===== src/rtl/c2_pkg.sv =====
`default_nettype none
// ============================================================================
// Module   : c2_pkg
// Purpose  : Shared types and constants for the C2 UART TX scheduler.
// Revision : 1.0 - initial release
// ============================================================================
package c2_pkg;

  typedef enum logic [1:0] {
    S_IDLE  = 2'd0,
    S_START = 2'd1,
    S_WAIT  = 2'd2,
    S_HOLD  = 2'd3
  } c2_tx_state_e;

  localparam int C2_NUM_REQ_DEFAULT     = 3;
  localparam int C2_WDOG_CYCLES_DEFAULT = 1_000_000;

  localparam int REQ_LOADER = 0;
  localparam int REQ_DEBUG  = 1;
  localparam int REQ_DUMPER = 2;

endpackage
`default_nettype wire


===== src/rtl/c2_tx_scheduler_if.sv =====
`default_nettype none
// ============================================================================
// Module   : c2_tx_scheduler_if
// Purpose  : Requester byte handshake plus UART transmitter handshake.
// Revision : 1.0 - initial release
// ============================================================================
interface c2_tx_scheduler_if
  import c2_pkg::*;
#(
  parameter int NUM_REQ = C2_NUM_REQ_DEFAULT
);

  logic [NUM_REQ-1:0]   req_valid_i;
  logic [8*NUM_REQ-1:0] req_data_i;
  logic [NUM_REQ-1:0]   req_last_i;
  logic [NUM_REQ-1:0]   req_ready_o;
  logic [7:0]           uart_tx_data_o;
  logic                 uart_tx_start_o;
  logic                 uart_tx_done_i;

  // Scheduler side
  modport slave (
    input  req_valid_i, req_data_i, req_last_i, uart_tx_done_i,
    output req_ready_o, uart_tx_data_o, uart_tx_start_o
  );

  // Requesters and UART side
  modport master (
    output req_valid_i, req_data_i, req_last_i, uart_tx_done_i,
    input  req_ready_o, uart_tx_data_o, uart_tx_start_o
  );

endinterface
`default_nettype wire


===== src/rtl/c2_rr_picker.sv =====
`default_nettype none
// ============================================================================
// Module   : c2_rr_picker
// Purpose  : Combinational cyclic priority search starting after rr_ptr.
// Revision : 1.0 - initial release
// ============================================================================
module c2_rr_picker
  import c2_pkg::*;
#(
  parameter int NUM_REQ = C2_NUM_REQ_DEFAULT,
  localparam int PTR_W  = $clog2(NUM_REQ)
) (
  input  logic [NUM_REQ-1:0] i_valid,
  input  logic [PTR_W-1:0]   i_rr_ptr,
  output logic [NUM_REQ-1:0] o_winner,
  output logic               o_any
);

  int   w_idx;
  logic w_found;

  always_comb begin
    o_winner = '0;
    w_idx    = 0;
    w_found  = 1'b0;
    for (int i = 1; i <= NUM_REQ; i++) begin
      w_idx = (int'(i_rr_ptr) + i) % NUM_REQ;
      if (!w_found && i_valid[w_idx]) begin
        o_winner[w_idx] = 1'b1;
        w_found         = 1'b1;
      end
    end
  end

  assign o_any = |i_valid;

endmodule
`default_nettype wire


===== src/rtl/c2_tx_scheduler.sv =====
`default_nettype none
// ============================================================================
// Module   : c2_tx_scheduler
// Purpose  : Frame-granular round-robin arbiter feeding one UART transmitter.
//            Define C2_TX_WATCHDOG_EN to release stalled frames after
//            WDOG_CYCLES idle cycles in S_HOLD.
// Revision : 1.0 - initial release
// ============================================================================
module c2_tx_scheduler
  import c2_pkg::*;
#(
  parameter int NUM_REQ     = C2_NUM_REQ_DEFAULT,
  parameter int WDOG_CYCLES = C2_WDOG_CYCLES_DEFAULT
) (
  input  logic                 clk_i,
  input  logic                 rst_ni,
  c2_tx_scheduler_if.slave     bus,
  output logic [NUM_REQ-1:0]   grant_o,
  output logic                 busy_o,
  output logic                 abort_o
);

  localparam int PTR_W = $clog2(NUM_REQ);

  if (NUM_REQ < 2 || NUM_REQ > 8) begin : g_bad_num_req
    $error("c2_tx_scheduler: NUM_REQ must be within 2..8");
  end
  if (WDOG_CYCLES < 1) begin : g_bad_wdog
    $error("c2_tx_scheduler: WDOG_CYCLES must be at least 1");
  end

  c2_tx_state_e       r_state, w_next_state;
  logic [PTR_W-1:0]   r_rr_ptr, r_owner, w_win_idx, w_sel_idx;
  logic [NUM_REQ-1:0] w_win, w_ready, r_grant;
  logic               w_any, w_accept, w_wdog_hit, r_last, w_sel_last;
  logic [7:0]         r_data, w_sel_data;

  c2_rr_picker #(.NUM_REQ(NUM_REQ)) u_picker (
    .i_valid  (bus.req_valid_i),
    .i_rr_ptr (r_rr_ptr),
    .o_winner (w_win),
    .o_any    (w_any)
  );

  always_comb begin
    w_win_idx = '0;
    for (int i = 0; i < NUM_REQ; i++) begin
      if (w_win[i]) w_win_idx = PTR_W'(i);
    end
  end

  // The owner's lane feeds the latch in S_HOLD; the fresh winner otherwise.
  assign w_sel_idx = (r_state == S_HOLD) ? r_owner : w_win_idx;

  always_comb begin
    w_sel_data = 8'h00;
    w_sel_last = 1'b0;
    for (int i = 0; i < NUM_REQ; i++) begin
      if (PTR_W'(i) == w_sel_idx) begin
        w_sel_data = bus.req_data_i[8*i +: 8];
        w_sel_last = bus.req_last_i[i];
      end
    end
  end

  assign w_accept = |(bus.req_valid_i & w_ready);

`ifdef C2_TX_WATCHDOG_EN
  localparam int WDOG_W = $clog2(WDOG_CYCLES + 1);
  logic [WDOG_W-1:0] r_wdog_cnt;

  always_ff @(posedge clk_i or negedge rst_ni) begin
    if (!rst_ni) begin
      r_wdog_cnt <= '0;
    end else if (r_state == S_WAIT && bus.uart_tx_done_i && !r_last) begin
      r_wdog_cnt <= '0;
    end else if (r_state == S_HOLD && !w_accept && !w_wdog_hit) begin
      r_wdog_cnt <= r_wdog_cnt + 1'b1;
    end
  end

  assign w_wdog_hit = (r_state == S_HOLD) && !w_accept &&
                      (r_wdog_cnt == WDOG_W'(WDOG_CYCLES - 1));
`else
  assign w_wdog_hit = 1'b0;
`endif

  always_ff @(posedge clk_i or negedge rst_ni) begin
    if (!rst_ni) r_state <= S_IDLE;
    else         r_state <= w_next_state;
  end

  always_comb begin
    w_next_state = r_state;
    case (r_state)
      S_IDLE:  if (w_any) w_next_state = S_START;
      S_START: w_next_state = S_WAIT;
      S_WAIT:  if (bus.uart_tx_done_i) w_next_state = r_last ? S_IDLE : S_HOLD;
      S_HOLD: begin
        if (w_accept)        w_next_state = S_START;
        else if (w_wdog_hit) w_next_state = S_IDLE;
      end
      default: w_next_state = S_IDLE;
    endcase
  end

  // Ready is gated by rst_ni so the IDLE winner cannot leak out during reset.
  always_comb begin
    w_ready = '0;
    case (r_state)
      S_IDLE:  w_ready = w_win;
      S_HOLD:  w_ready = r_grant;
      default: w_ready = '0;
    endcase
    if (!rst_ni) w_ready = '0;
  end

  assign bus.req_ready_o     = w_ready;
  assign bus.uart_tx_start_o = (r_state == S_START);
  assign bus.uart_tx_data_o  = r_data;
  assign grant_o             = r_grant;
  assign busy_o              = (r_state != S_IDLE);
  assign abort_o             = w_wdog_hit;

  always_ff @(posedge clk_i or negedge rst_ni) begin
    if (!rst_ni) begin
      r_data   <= 8'h00;
      r_last   <= 1'b0;
      r_grant  <= '0;
      r_owner  <= '0;
      r_rr_ptr <= PTR_W'(NUM_REQ - 1);
    end else begin
      if (w_accept) begin
        r_data <= w_sel_data;
        r_last <= w_sel_last;
      end
      if (r_state == S_IDLE && w_accept) begin
        r_grant <= w_win;
        r_owner <= w_win_idx;
      end
      if ((r_state == S_WAIT && bus.uart_tx_done_i && r_last) || w_wdog_hit) begin
        r_grant  <= '0;
        r_rr_ptr <= r_owner;
      end
    end
  end

endmodule
`default_nettype wire

===== src/flat_wrapper.sv =====
// flat-port wrapper written by rule: the top's interface ports become plain ports
module c2_tx_scheduler_flat import c2_pkg::*;
#(
  parameter int NUM_REQ     = C2_NUM_REQ_DEFAULT,
  parameter int WDOG_CYCLES = C2_WDOG_CYCLES_DEFAULT
)
  (clk_i, rst_ni, grant_o, busy_o, abort_o, bus_req_valid_i, bus_req_data_i, bus_req_last_i, bus_uart_tx_done_i, bus_req_ready_o, bus_uart_tx_data_o, bus_uart_tx_start_o);
  c2_tx_scheduler_if #(.NUM_REQ(NUM_REQ)) bus_i ();
  input  logic clk_i;
  input  logic rst_ni;
  output logic [NUM_REQ-1:0] grant_o;
  output logic busy_o;
  output logic abort_o;
  input wire logic [$bits(bus_i.req_valid_i)-1:0] bus_req_valid_i;
  input wire logic [$bits(bus_i.req_data_i)-1:0] bus_req_data_i;
  input wire logic [$bits(bus_i.req_last_i)-1:0] bus_req_last_i;
  input wire logic [$bits(bus_i.uart_tx_done_i)-1:0] bus_uart_tx_done_i;
  output wire logic [$bits(bus_i.req_ready_o)-1:0] bus_req_ready_o;
  output wire logic [$bits(bus_i.uart_tx_data_o)-1:0] bus_uart_tx_data_o;
  output wire logic [$bits(bus_i.uart_tx_start_o)-1:0] bus_uart_tx_start_o;
  assign bus_i.req_valid_i = bus_req_valid_i;
  assign bus_i.req_data_i = bus_req_data_i;
  assign bus_i.req_last_i = bus_req_last_i;
  assign bus_i.uart_tx_done_i = bus_uart_tx_done_i;
  assign bus_req_ready_o = bus_i.req_ready_o;
  assign bus_uart_tx_data_o = bus_i.uart_tx_data_o;
  assign bus_uart_tx_start_o = bus_i.uart_tx_start_o;
  c2_tx_scheduler #(.NUM_REQ(NUM_REQ), .WDOG_CYCLES(WDOG_CYCLES)) u_core (.clk_i(clk_i), .rst_ni(rst_ni), .bus(bus_i), .grant_o(grant_o), .busy_o(busy_o), .abort_o(abort_o));
endmodule

===== config.mk =====
export PLATFORM = sky130hd
export DESIGN_NAME = c2_tx_scheduler_flat
export DESIGN_NICKNAME = d
export VERILOG_FILES = /design/src/rtl/c2_pkg.sv /design/src/rtl/c2_tx_scheduler_if.sv /design/src/rtl/c2_rr_picker.sv /design/src/rtl/c2_tx_scheduler.sv /design/src/flat_wrapper.sv
export SDC_FILE = /design/constraint.sdc
export NUM_CORES = 1
export LEC_CHECK = 0
export ABC_AREA = 1
export BUFFER_PORTS_ARGS = -buffer_cell sky130_fd_sc_hd__buf_4
export CAP_MARGIN = 20
export CORE_MARGIN = 1
export CORE_UTILIZATION = 49
export CTS_CLUSTER_SIZE = 30
export DETAILED_ROUTE_END_ITERATION = 8
export PLACE_DENSITY_LB_ADDON = 0.2
export REMOVE_ABC_BUFFERS = 1
export SKIP_LAST_GASP = 1
export SLEW_MARGIN = 20
export SYNTH_ARGS = -nofsm -noshare
export SYNTH_HDL_FRONTEND = slang
export SYNTH_HIERARCHICAL = 1
export SYNTH_SLANG_ARGS = --single-unit

===== constraint.sdc =====
create_clock -name clk_i -period 2.35 [get_ports clk_i]
set_input_delay 0.1175 -clock clk_i [delete_from_list [all_inputs] [get_ports clk_i]]
set_output_delay 0.1175 -clock clk_i [all_outputs]
set_load 0.05 [all_outputs]

==> results.ini, run 1 <==
[die]
core_mm2 = 0.00257
fp.dieW_um = 54.9
rows = 18
die_area_mm2 = 0.00301
die_h_um = 54.9
io_pins = 50
start_util_pct = 53.4

[worst_setup_path]
cp_common_cell = nand2_1
critPathCapture = u_core/bus.uart_tx_data_o[6]
critPathLaunch = u_core/r_rr_ptr[1]
r2r-end = u_core/bus.uart_tx_data_o[6]
r2r_setup_slack_ns = -0.18
cp_slowest_cell = dfstp_2
criticalPathCategory = reg -> reg
crit_path_start_kind = register
critPathMaxFanout = 6
reg2reg_from = u_core/r_rr_ptr[1]
crit_chain = ha_4 > nand2_2 > nand2_2 > a21oi_4 > nand4_1 > nand3_4 > inv_4 > nand3b_1 > nand2_4 > nor2_4 > nand2_1 > nand3_2 > nand2_1 > nand2_1
worstPathArrival_ns = 2.77
end_kind = register
ff2ff_path_depth = 14
required_ns = 2.59
max_stage_delay_ns = 0.62

[worst_hold_path]
worstHoldStart = bus_req_data_i[1]
hold_path_class = in -> reg

[route]
vias = 1723
drc_errors = 0
ant_nets = 0
drtIter0Drc = 112
first_pass_iters = 5
wl_mm = 4.93
avgViaCountPerCell = 5.82
avgRoutedWirePerCell_um = 16.7

[finish]
antenna_cells = 0
area_growth_pct = 56.8
layout.nets = 308
finalNonFillerCells = 296
finalInstanceArea_mm2 = 0.00215
drive_gt1_share_pct = 45.1

[status]
status = complete, but fails checks
violations = setup timing

[place]
placed_cells = 282
globalplace.congestion = 0.887
place_ws_ns = -0.0468
post-dp-hpwl_mm = 2.69
placed_cell_area_mm2 = 0.00177
port_buffers = 48

[logic_synthesis]
synth.top_cells.by_count = 85 x nand2_1, 34 x nand3_1, 18 x inv_1
syn_avg_cell_area_um2 = 6.76
synth-simple-area-share_pct = 44.1
synth-main-ff-cell = dfrtp_1
synth_area_leader_cell = dfrtp_1
synth_area_leaders = dfrtp_1 31%, nand2_1 23%, nand3_1 12%, ha_1 7.3%, inv_1 4.9%
synth_compound_area_share_pct = 5.29
post-synth-top-count-cell = nand2_1
synth_seq_cells = 18
synth_cell_types = 25
synth_async_sr_flop_share_pct = 100
synth_top_family_by_area = simple AND/OR/NAND/NOR gates
synth_edf_count = 0
syn_inst = 203
yosys.area_share.xor_xnor_pct = 0
yosysSeqAreaShare_pct = 32.9
synth_top_area_share_pct = 31.0
yosysWarnings = 6
synthMuxAreaShare_pct = 0.821
synth-adder-area-share_pct = 7.30
syn-cell-area_mm2 = 0.00137

[power_and_ir_drop]
ir_drop_v = 0.00154
cellPowerDensity_mw_per_mm2 = 1680
p_leak_nw = 1.11

[sta]
layout_setup_ws_ns = -0.185
finalHoldViolations = 0
drv_slew = 0
rsz0062_at_grt = true
setup_viol = 18
period_minus_slack_ns = 2.53
finClkSkew_ns = 0.0179
fmax_mhz = 395
finalCritPeriodShare_pct = 108

[clock_network]
clkTransAtPathRegs_ns = 0.12
clockBufferDepth = 2
clockRootBuffer = clkbuf_4
cts.sinks = 18
htreeDepth = 1
cts_buffers = 3
cts_tree = done
insertion_delay_ns = 0.31

[flow_run]
cap_violations = 0

[global_route]
grt_pass1_vias = 1194
grt_max_degree = 20
antenna_found_initial = 0
grt_first_pass_wirelength_mm = 5.40
track_usage_pct = 25.3
overflow = 0

==> cell usage in the layout, fill, tap and decap left out, types with 2 or more instances in the layout <==
cell type and instances:
nand3_4 4, nand2_2 12, nand4_1 7, nand2_1 71, ha_1 4, nand3_1 20
clkbuf_4 3, clkinvlp_4 2, ha_4 4, a21oi_2 2, nand3_2 12, o21ai_0 4
nor2_4 3, nor2_2 2, inv_2 4, inv_1 14, buf_6 5, buf_4 55
inv_4 2, dfrtp_1 17, nand2_4 4, nor2_1 2
==> cell type report <==
type | count | area [um^2]
Timing Repair inverter | 1 | 7.51
Tap cell | 30 | 37.5
Timing Repair Buffer | 61 | 479
Sequential cell | 18 | 452
Clock buffer | 4 | 36.3
Multi-Input combinational cell | 161 | 1050
Fill cell | 167 | 418
Inverter | 21 | 87.6
==> worst max-delay path: cells and delay by family (launching register included) <==
kind / cells / cell delay [ns]
fa+ha+maj: 1 / 0.24
buf+inv: 1 / 0.06
simple gates: 11 / 1.35
compound gates: 1 / 0.18
flops: 1 / 0.62
==> metal layers <==
| layer | global-route usage (%) | vias to the layer above | share of wire [%] |
|---|---|---|---|
| li1 | - | 787 | - |
| met1 | 38.9 | 791 | 40 |
| met2 | 36.1 | 117 | 47 |
| met3 | 5.19 | 28 | 9.8 |
| met4 | 5.83 | 0 | 3.9 |
| met5 | 0 | - | 0 |
==> cells by family after synthesis <==
family	after synthesis
buffers and inverters	26
DFF	18
adders and majority gates	8
other	1
muxes	1
and+or+nand+nor	136
AOI/OAI and AO/OA	13
==> worst min-delay path by stage <==
stage | end | slack [ns] | cells past startpoint
after floorplan | u_core/bus.uart_tx_data_o[0] | -0.18 | 0
after global placement | u_core/grant_o[1] | -0.004 | 1
after detailed placement | u_core/r_rr_ptr[0] | -0.001 | 1
after CTS | u_core/r_last | 0.12 | 5
after global routing | u_core/bus.uart_tx_data_o[0] | 0.13 | 5
final | u_core/bus.uart_tx_data_o[1] | 0.13 | 5
==> registers in the layout (all words and copies together) (netlist names) <==
name	count
u_core/r_state	2
u_core/grant_o	3
u_core/bus.uart_tx_data_o	8
u_core/r_owner	2
u_core/r_last	1
u_core/r_rr_ptr	2
==> per-stage QoR <==
step / utilization, % / power (mW) / hold WS, ns / TNS [ns]
4_1_cts: 71.2 / 2.83 / 0.122 / 0
3_5_place_dp: 68.8 / 2.58 / -0.00122 / -0.124
2_1_floorplan: - / 1.99 / -0.178 / -0.0194
5_1_grt: 83.7 / 3.80 / 0.135 / -2.91
6_report: 83.7 / 3.62 / 0.130 / -2.19
3_3_place_gp: 68.8 / 2.57 / -0.00368 / -0.00320
==> timing repair <==
item                                   4_1_cts  5_1_grt
gates resized for setup                      4       62
pin swaps                                    0       26
cloned                                       0        4
hold buffers                                 1        0
endpoints found under the hold margin       18        0
setup endpoints to repair                   11       19
buffers inserted                             0        5
==> where the power goes <==
| group | leakage (nW) | internal [mW] | switching (mW) |
|---|---|---|---|
| sequential | 0.230 | 0.442 | 0.110 |
| clock | 0.0210 | 0.0945 | 0.102 |
| combinational | 0.860 | 0.990 | 1.88 |
Power figures use the tool's default switching activity.
==> run 2: changes to the inputs <==
CELL_PAD_IN_SITES_DETAIL_PLACEMENT = 0   (was default)
CELL_PAD_IN_SITES_GLOBAL_PLACEMENT = 1   (was default)
CORE_UTILIZATION = 36   (was 49)
clock period = 3 ns   (was 2.35 ns; I/O delays follow)
==> run 2 against run 1 <==
  * The flow now finishes without violations
  * Clock skew fell by 0.017 ns
  * Combinational power down 47%
  * Largest power group unchanged
  * Count of clock-buffer cells in the layout unchanged
  * Register-to-register slack better by 0.57 ns
  * Highest routed layer unchanged
  * Utilization down 34 points
  * Sequential cell count stayed put
  * Final cell count rose by 1.7%
  * Global-route usage shrank 7.8 points
  * Wire length fell by 32%
  * Non-clock buffer count fell by 10
  * Sequential share of layout area is 3.8 points higher
  * Critical path depth is 1 higher
==> results.ini, run 2 (same netlist as run 1, synthesis figures left out) <==
[global_route]
track_usage_pct = 17.6  ; -7.8 points
grt_first_pass_wirelength_mm = 5.66  ; +4.9%
grt_max_degree = 20  ; unchanged
antenna_found_initial = 0  ; unchanged
grt_pass1_vias = 1301  ; +9.0%
overflow = 0  ; unchanged

[clock_network]
ctsResizeCount = 0  ; -4
htreeDepth = 1  ; unchanged
clkTransAtPathRegs_ns = 0.07  ; -0.05 ns
clockBufferDepth = 2  ; unchanged
cts_buffers = 3  ; unchanged
clockRootBuffer = clkbuf_8
cts_tree = done
cts_setup_buffers = 0  ; unchanged
insertion_delay_ns = 0.25  ; -0.06 ns
cts.sinks = 18  ; unchanged
ctsHoldBuffers = 1  ; unchanged

[sta]
period_minus_slack_ns = 2.61  ; +0.0785 ns
setup_tns_ns = 0  ; +2.19 ns
drv_slew = 0  ; unchanged
finClkSkew_ns = 0.00107  ; -0.0169 ns
setup_viol = 0  ; -18
finalCritPeriodShare_pct = 87.1  ; -21 points
fmax_mhz = 383  ; -3.0%
finalHoldViolations = 0  ; unchanged
rsz0062_at_grt = false

[worst_setup_path]
cp_common_cell = nand2_1
required_ns = 3.14  ; +0.55 ns
worstPathArrival_ns = 2.75  ; -0.02 ns
max_stage_delay_ns = 0.39  ; -0.23 ns
critPathTopFamily = simple AND/OR/NAND/NOR gates
cp_num_buf_inv = 3  ; +2
crit_path_start_kind = register
criticalPathCategory = reg -> reg
end_kind = register
crit_chain = inv_1 > ha_1 > inv_2 > nand2_1 > nand2_1 > a21oi_1 > nand4_1 > nand3_1 > nand2_1 > nand2_1 > nand3_1 > nand3_2 > clkinv_1 > nand2_1 > nand2_1
cp_slowest_cell = dfrtp_1
critPathMaxFanout = 9  ; +3

[finish]
largest_reg_flops = 8  ; unchanged
drive_gt1_share_pct = 26.1  ; -19 points
final_common_cell = nand2_1
mostFrequentLayoutCells = 85 x nand2_1, 50 x buf_4, 34 x nand3_1
finalInstanceArea_mm2 = 0.00182  ; -15%
layout.nets = 295  ; -4.2%
antenna_cells = 0  ; unchanged
post-route-util_pct = 49.8  ; -34 points
area_growth_pct = 32.9

[place]
globalplace.congestion = 0.806  ; -9.1%
placed_cell_area_mm2 = 0.00176  ; -0.42%
port_buffers = 48  ; unchanged
post-dp-hpwl_mm = 2.79  ; +3.9%

[power_and_ir_drop]
cellPowerDensity_mw_per_mm2 = 1180  ; -30%
power_mw = 2.14  ; -41%
p_leak_nw = 0.991  ; -11%
ir_drop_v = 0.000647  ; -58%

[status]
status = finished, final reports clean

[route]
avgRoutedWirePerCell_um = 11.2  ; -33%
first_pass_iters = 4  ; -1
ant_nets = 0  ; unchanged
drtIter0Drc = 33  ; -71%
avgViaCountPerCell = 4.77  ; -18%
wl_mm = 3.37  ; -32%
vias = 1435  ; -17%
drc_errors = 0  ; unchanged

[flow_run]
cap_violations = 0  ; unchanged

[worst_hold_path]
hold_path_class = in -> reg

[die]
die_area_mm2 = 0.00406  ; +35%
core_mm2 = 0.00366  ; +43%
rows = 22  ; +4
die_h_um = 63.7  ; +16%
io_pins = 50  ; unchanged
fp.dieW_um = 63.7  ; +16%
start_util_pct = 37.5  ; -16 points

==> run 2: cell types whose count changed in the layout (fill, tap and decap cells not counted), moves of 3 or more <==
cell | before | now
nand2_1 | 71 | 85
nand3_1 | 20 | 34
nand2_2 | 12 | 2
nand3_2 | 12 | 2
buf_4 | 55 | 50
buf_6 | 5 | 0
ha_1 | 4 | 8
ha_4 | 4 | 0
inv_1 | 14 | 18
nand2_4 | 4 | 0
nand3_4 | 4 | 0
a21oi_1 | 1 | 4
clkbuf_4 | 3 | 0
clkbuf_8 | 1 | 4
==> run 2: path summary, 6_finish.rpt <==
kind	start	endpoint	depth (start not counted)	slack [ns]
max in group asynchronous	rst_ni	u_core/r_rr_ptr[1]	2	2.42
worst min-delay path	bus_req_data_i[1]	u_core/bus.uart_tx_data_o[1]	5	0.20
worst max register to register	u_core/r_rr_ptr[0]	u_core/bus.uart_tx_data_o[7]	15	0.39
worst min register to register	u_core/bus.uart_tx_data_o[5]	u_core/bus.uart_tx_data_o[5]	2	0.48
worst max-delay path	u_core/r_rr_ptr[0]	u_core/bus.uart_tx_data_o[7]	15	0.39
min in group asynchronous	rst_ni	u_core/bus.uart_tx_data_o[1]	2	0.31
==> run 2: routing by layer <==
| layer | wire length, um | track usage, % |
|---|---|---|
| met5 | 0 | 0 |
| met4 | 13 | 1.70 |
| met3 | 98 | 3.80 |
| met2 | 1670 | 30.3 |
| met1 | 1590 | 23.0 |
==> run 2: final cells by class <==
class	instances	area [um^2]
clock buffers	4	55.1
fillers	370	1840
multi-input cells	159	792
repair buffers	51	385
flip-flops and latches	18	452
well taps	48	60.1
inverters	21	78.8
==> run 2: per-stage QoR <==
step | hold slack, ns | worst slack, ns | instances
after floorplan | -0.146 | 0.598 | 198
after global placement | 0.0353 | 0.415 | 296
after detailed placement | 0.0363 | 0.434 | 296
after CTS | 0.193 | 0.406 | 301
after global routing | 0.215 | 0.0627 | 301
final | 0.198 | 0.387 | 301
==> run 2: power breakdown <==
part / leakage (nW) / switching [mW] / internal (mW) / total [mW]
registers: 0.230 / 0.0738 / 0.347 / 0.421
logic: 0.732 / 1.03 / 0.497 / 1.53
clock network: 0.0288 / 0.0760 / 0.116 / 0.192
total: 0.991 / 1.18 / 0.961 / 2.14
==> run 2: worst register-to-register path, delay by kind of cell (launching register included) <==
family | cells | cell delay [ns]
simple gates | 10 | 1.09
buf+inv | 3 | 0.42
flops | 1 | 0.39
fa+ha+maj | 1 | 0.38
compound gates | 1 | 0.23
==> run 3: changes to the inputs <==
CORE_UTILIZATION = 30   (was 36)
TNS_END_PERCENT = 20   (was default)
clock period = 2.4 ns   (was 3 ns; I/O delays follow)
==> run 3 against run 2 <==
  * Register-to-register slack worse by 0.30 ns
  * Design area is 14% higher
  * Non-clock buffer count is 13 higher
  * Critical endpoint is now u_core/bus.uart_tx_data_o[3]
  * First-iteration DRC count grew to 3.5 times the previous value
  * Clock power is 32% higher
  * Global-route usage is 1.9 points lower
  * Via count is 7.2% higher
  * Count of clock-buffer cells in the layout stayed put
  * Sequential share of layout area is 3.0 points lower
  * Fmax is 13% higher
==> results.ini, run 3 (same netlist as run 1, synthesis figures left out) <==
[global_route]
antenna_found_initial = 0  ; unchanged
grt_max_degree = 20  ; unchanged
grt_first_pass_wirelength_mm = 6.15  ; +8.8%
track_usage_pct = 15.7  ; -1.9 points
grt_pass1_vias = 1275  ; -2.0%
overflow = 0  ; unchanged

[sta]
fmax_mhz = 432  ; +13%
finClkSkew_ns = 0.00610  ; +0.00503 ns
layout_setup_ws_ns = 0.0838  ; -0.303 ns
period_minus_slack_ns = 2.32  ; -0.297 ns
finalCritPeriodShare_pct = 96.5  ; +9.4 points
drv_slew = 0  ; unchanged
rsz0062_at_grt = true
setup_viol = 0  ; unchanged
finalHoldViolations = 0  ; unchanged

[finish]
finalInstanceArea_mm2 = 0.00207  ; +14%
antenna_cells = 0  ; unchanged
drive_gt1_share_pct = 37.7  ; +12 points
largest_reg_flops = 8  ; unchanged
layout.nets = 310  ; +5.1%
area_growth_pct = 51.1
post-route-util_pct = 47.3  ; -2.5 points
final_common_cell = nand2_1
mostFrequentLayoutCells = 80 x nand2_1, 60 x buf_4, 29 x nand3_1

[worst_setup_path]
critPathMaxFanout = 4  ; -5
cp_num_buf_inv = 4  ; +1
criticalPathCategory = reg -> reg
end_kind = register
worstPathArrival_ns = 2.51  ; -0.24 ns
cp_slowest_cell = dfstp_2
crit_path_start_kind = register
critPathTopFamily = simple AND/OR/NAND/NOR gates
max_stage_delay_ns = 0.61  ; +0.22 ns
cp_common_cell = nand2_1
required_ns = 2.59  ; -0.55 ns
crit_chain = inv_2 > ha_2 > nand3_2 > inv_1 > a21oi_2 > nand4_1 > nand3_2 > inv_2 > nand3b_1 > nand2_4 > buf_12 > nor2_4 > nand2_1 > nand3_1 > nand2_1 > nand2_1

[clock_network]
clkTransAtPathRegs_ns = 0.07  ; about the same
cts_tree = done
htreeDepth = 1  ; unchanged
cts_buffers = 3  ; unchanged
cts.sinks = 18  ; unchanged
insertion_delay_ns = 0.26  ; about the same
clockRootBuffer = clkbuf_8
clockBufferDepth = 2  ; unchanged

[place]
globalplace.congestion = 0.808  ; +0.20%
placed_cell_area_mm2 = 0.00182  ; +3.3%
port_buffers = 48  ; unchanged
post-dp-hpwl_mm = 3.07  ; +9.9%
place_ws_ns = -0.0423  ; -0.477 ns

[route]
ant_nets = 0  ; unchanged
first_pass_iters = 5  ; +1
avgViaCountPerCell = 4.81  ; +0.81%
drc_errors = 0  ; unchanged
drtIter0Drc = 115  ; +250%
wl_mm = 4.16  ; +23%
avgRoutedWirePerCell_um = 13.0  ; +16%
vias = 1538  ; +7.2%

[die]
rows = 24  ; +9.1%
die_area_mm2 = 0.00485  ; +19%
die_h_um = 69.6  ; +9.2%
fp.dieW_um = 69.6  ; +9.2%
core_mm2 = 0.00438  ; +20%
start_util_pct = 31.3  ; -6.2 points
io_pins = 50  ; unchanged

[flow_run]
cap_violations = 0  ; unchanged

[power_and_ir_drop]
cellPowerDensity_mw_per_mm2 = 1610  ; +37%
p_leak_nw = 1.08  ; +9.5%
ir_drop_v = 0.000733  ; +13%

[status]
status = finished, final reports clean

[worst_hold_path]
hold_path_class = in -> reg

==> run 3: cell types whose count changed in the layout (fill, tap and decap cells not counted), sizes merged <==
cell,change
buf,+13
clkinvlp,+2
clkinv,-1
nor2,+1
==> run 3: repair_timing <==
item                                    4_1_cts  5_1_grt
endpoints found under the setup margin        9       19
endpoints found under the hold margin        18        0
gates resized for setup                       2       28
buffers inserted                              0        6
cloned                                        0        2
pin swaps                                     0       12
hold buffers                                  1        0
==> run 3: area by class of cell <==
type                            instances  area, um^2
Fill cell                             438        2310
Sequential cell                        18         452
Clock buffer                            4        55.1
Tap cell                               52        65.1
Timing Repair Buffer                   64         503
Multi-Input combinational cell        160         905
Timing Repair inverter                  1        7.51
Inverter                               21        85.1
==> run 3: where the power goes <==
group | total, mW | leakage [nW] | switching [mW] | internal, mW
sequential | 0.534 | 0.230 | 0.100 | 0.434
clock | 0.254 | 0.0288 | 0.108 | 0.146
combinational | 2.55 | 0.826 | 1.57 | 0.985
total | 3.34 | 1.08 | 1.77 | 1.57
==> run 3: stage by stage <==
stage                     total power [mW]  TNS (ns)  hold slack (ns)  cells
after global routing                  3.59    -0.294            0.180    320
after floorplan                       1.95         0           -0.176    198
after CTS                             2.92         0            0.170    312
after detailed placement              2.63    -0.255          0.00817    307
after global placement                2.66   -0.0472          0.00569    307
final                                 3.34         0            0.173    320
==> run 3: worst register-to-register path: stages (launching register included) <==
cell      delay [ns]
dfstp_2         0.61
inv_2           0.08
ha_2            0.18
nand3_2         0.09
inv_1           0.06
a21oi_2         0.15
nand4_1         0.13
nand3_2         0.13
inv_2           0.07
nand3b_1        0.13
nand2_4         0.10
buf_12          0.14
nor2_4          0.13
nand2_1         0.07
nand3_1         0.08
nand2_1         0.05
nand2_1         0.06
==> run 3: routing by layer <==
layer	global-route usage, %	up-vias	part of all wire (%)
li1	-	783	-
met1	23.4	708	50
met2	23.0	43	45
met3	3.63	4	4.0
met4	3.33	0	0.63
met5	0	-	0
==> run 3: final timing paths <==
kind                       cells after the start  slack [ns]                           end                         start
hold reg to reg                                2        0.49  u_core/bus.uart_tx_data_o[4]  u_core/bus.uart_tx_data_o[4]
max in group asynchronous                      2        1.87            u_core/r_rr_ptr[1]                        rst_ni
hold / removal                                 5        0.17  u_core/bus.uart_tx_data_o[1]             bus_req_data_i[1]
setup reg to reg                              16        0.08  u_core/bus.uart_tx_data_o[3]            u_core/r_rr_ptr[1]
setup / recovery                              16        0.08  u_core/bus.uart_tx_data_o[3]            u_core/r_rr_ptr[1]
min in group asynchronous                      2        0.26             u_core/grant_o[0]                        rst_ni
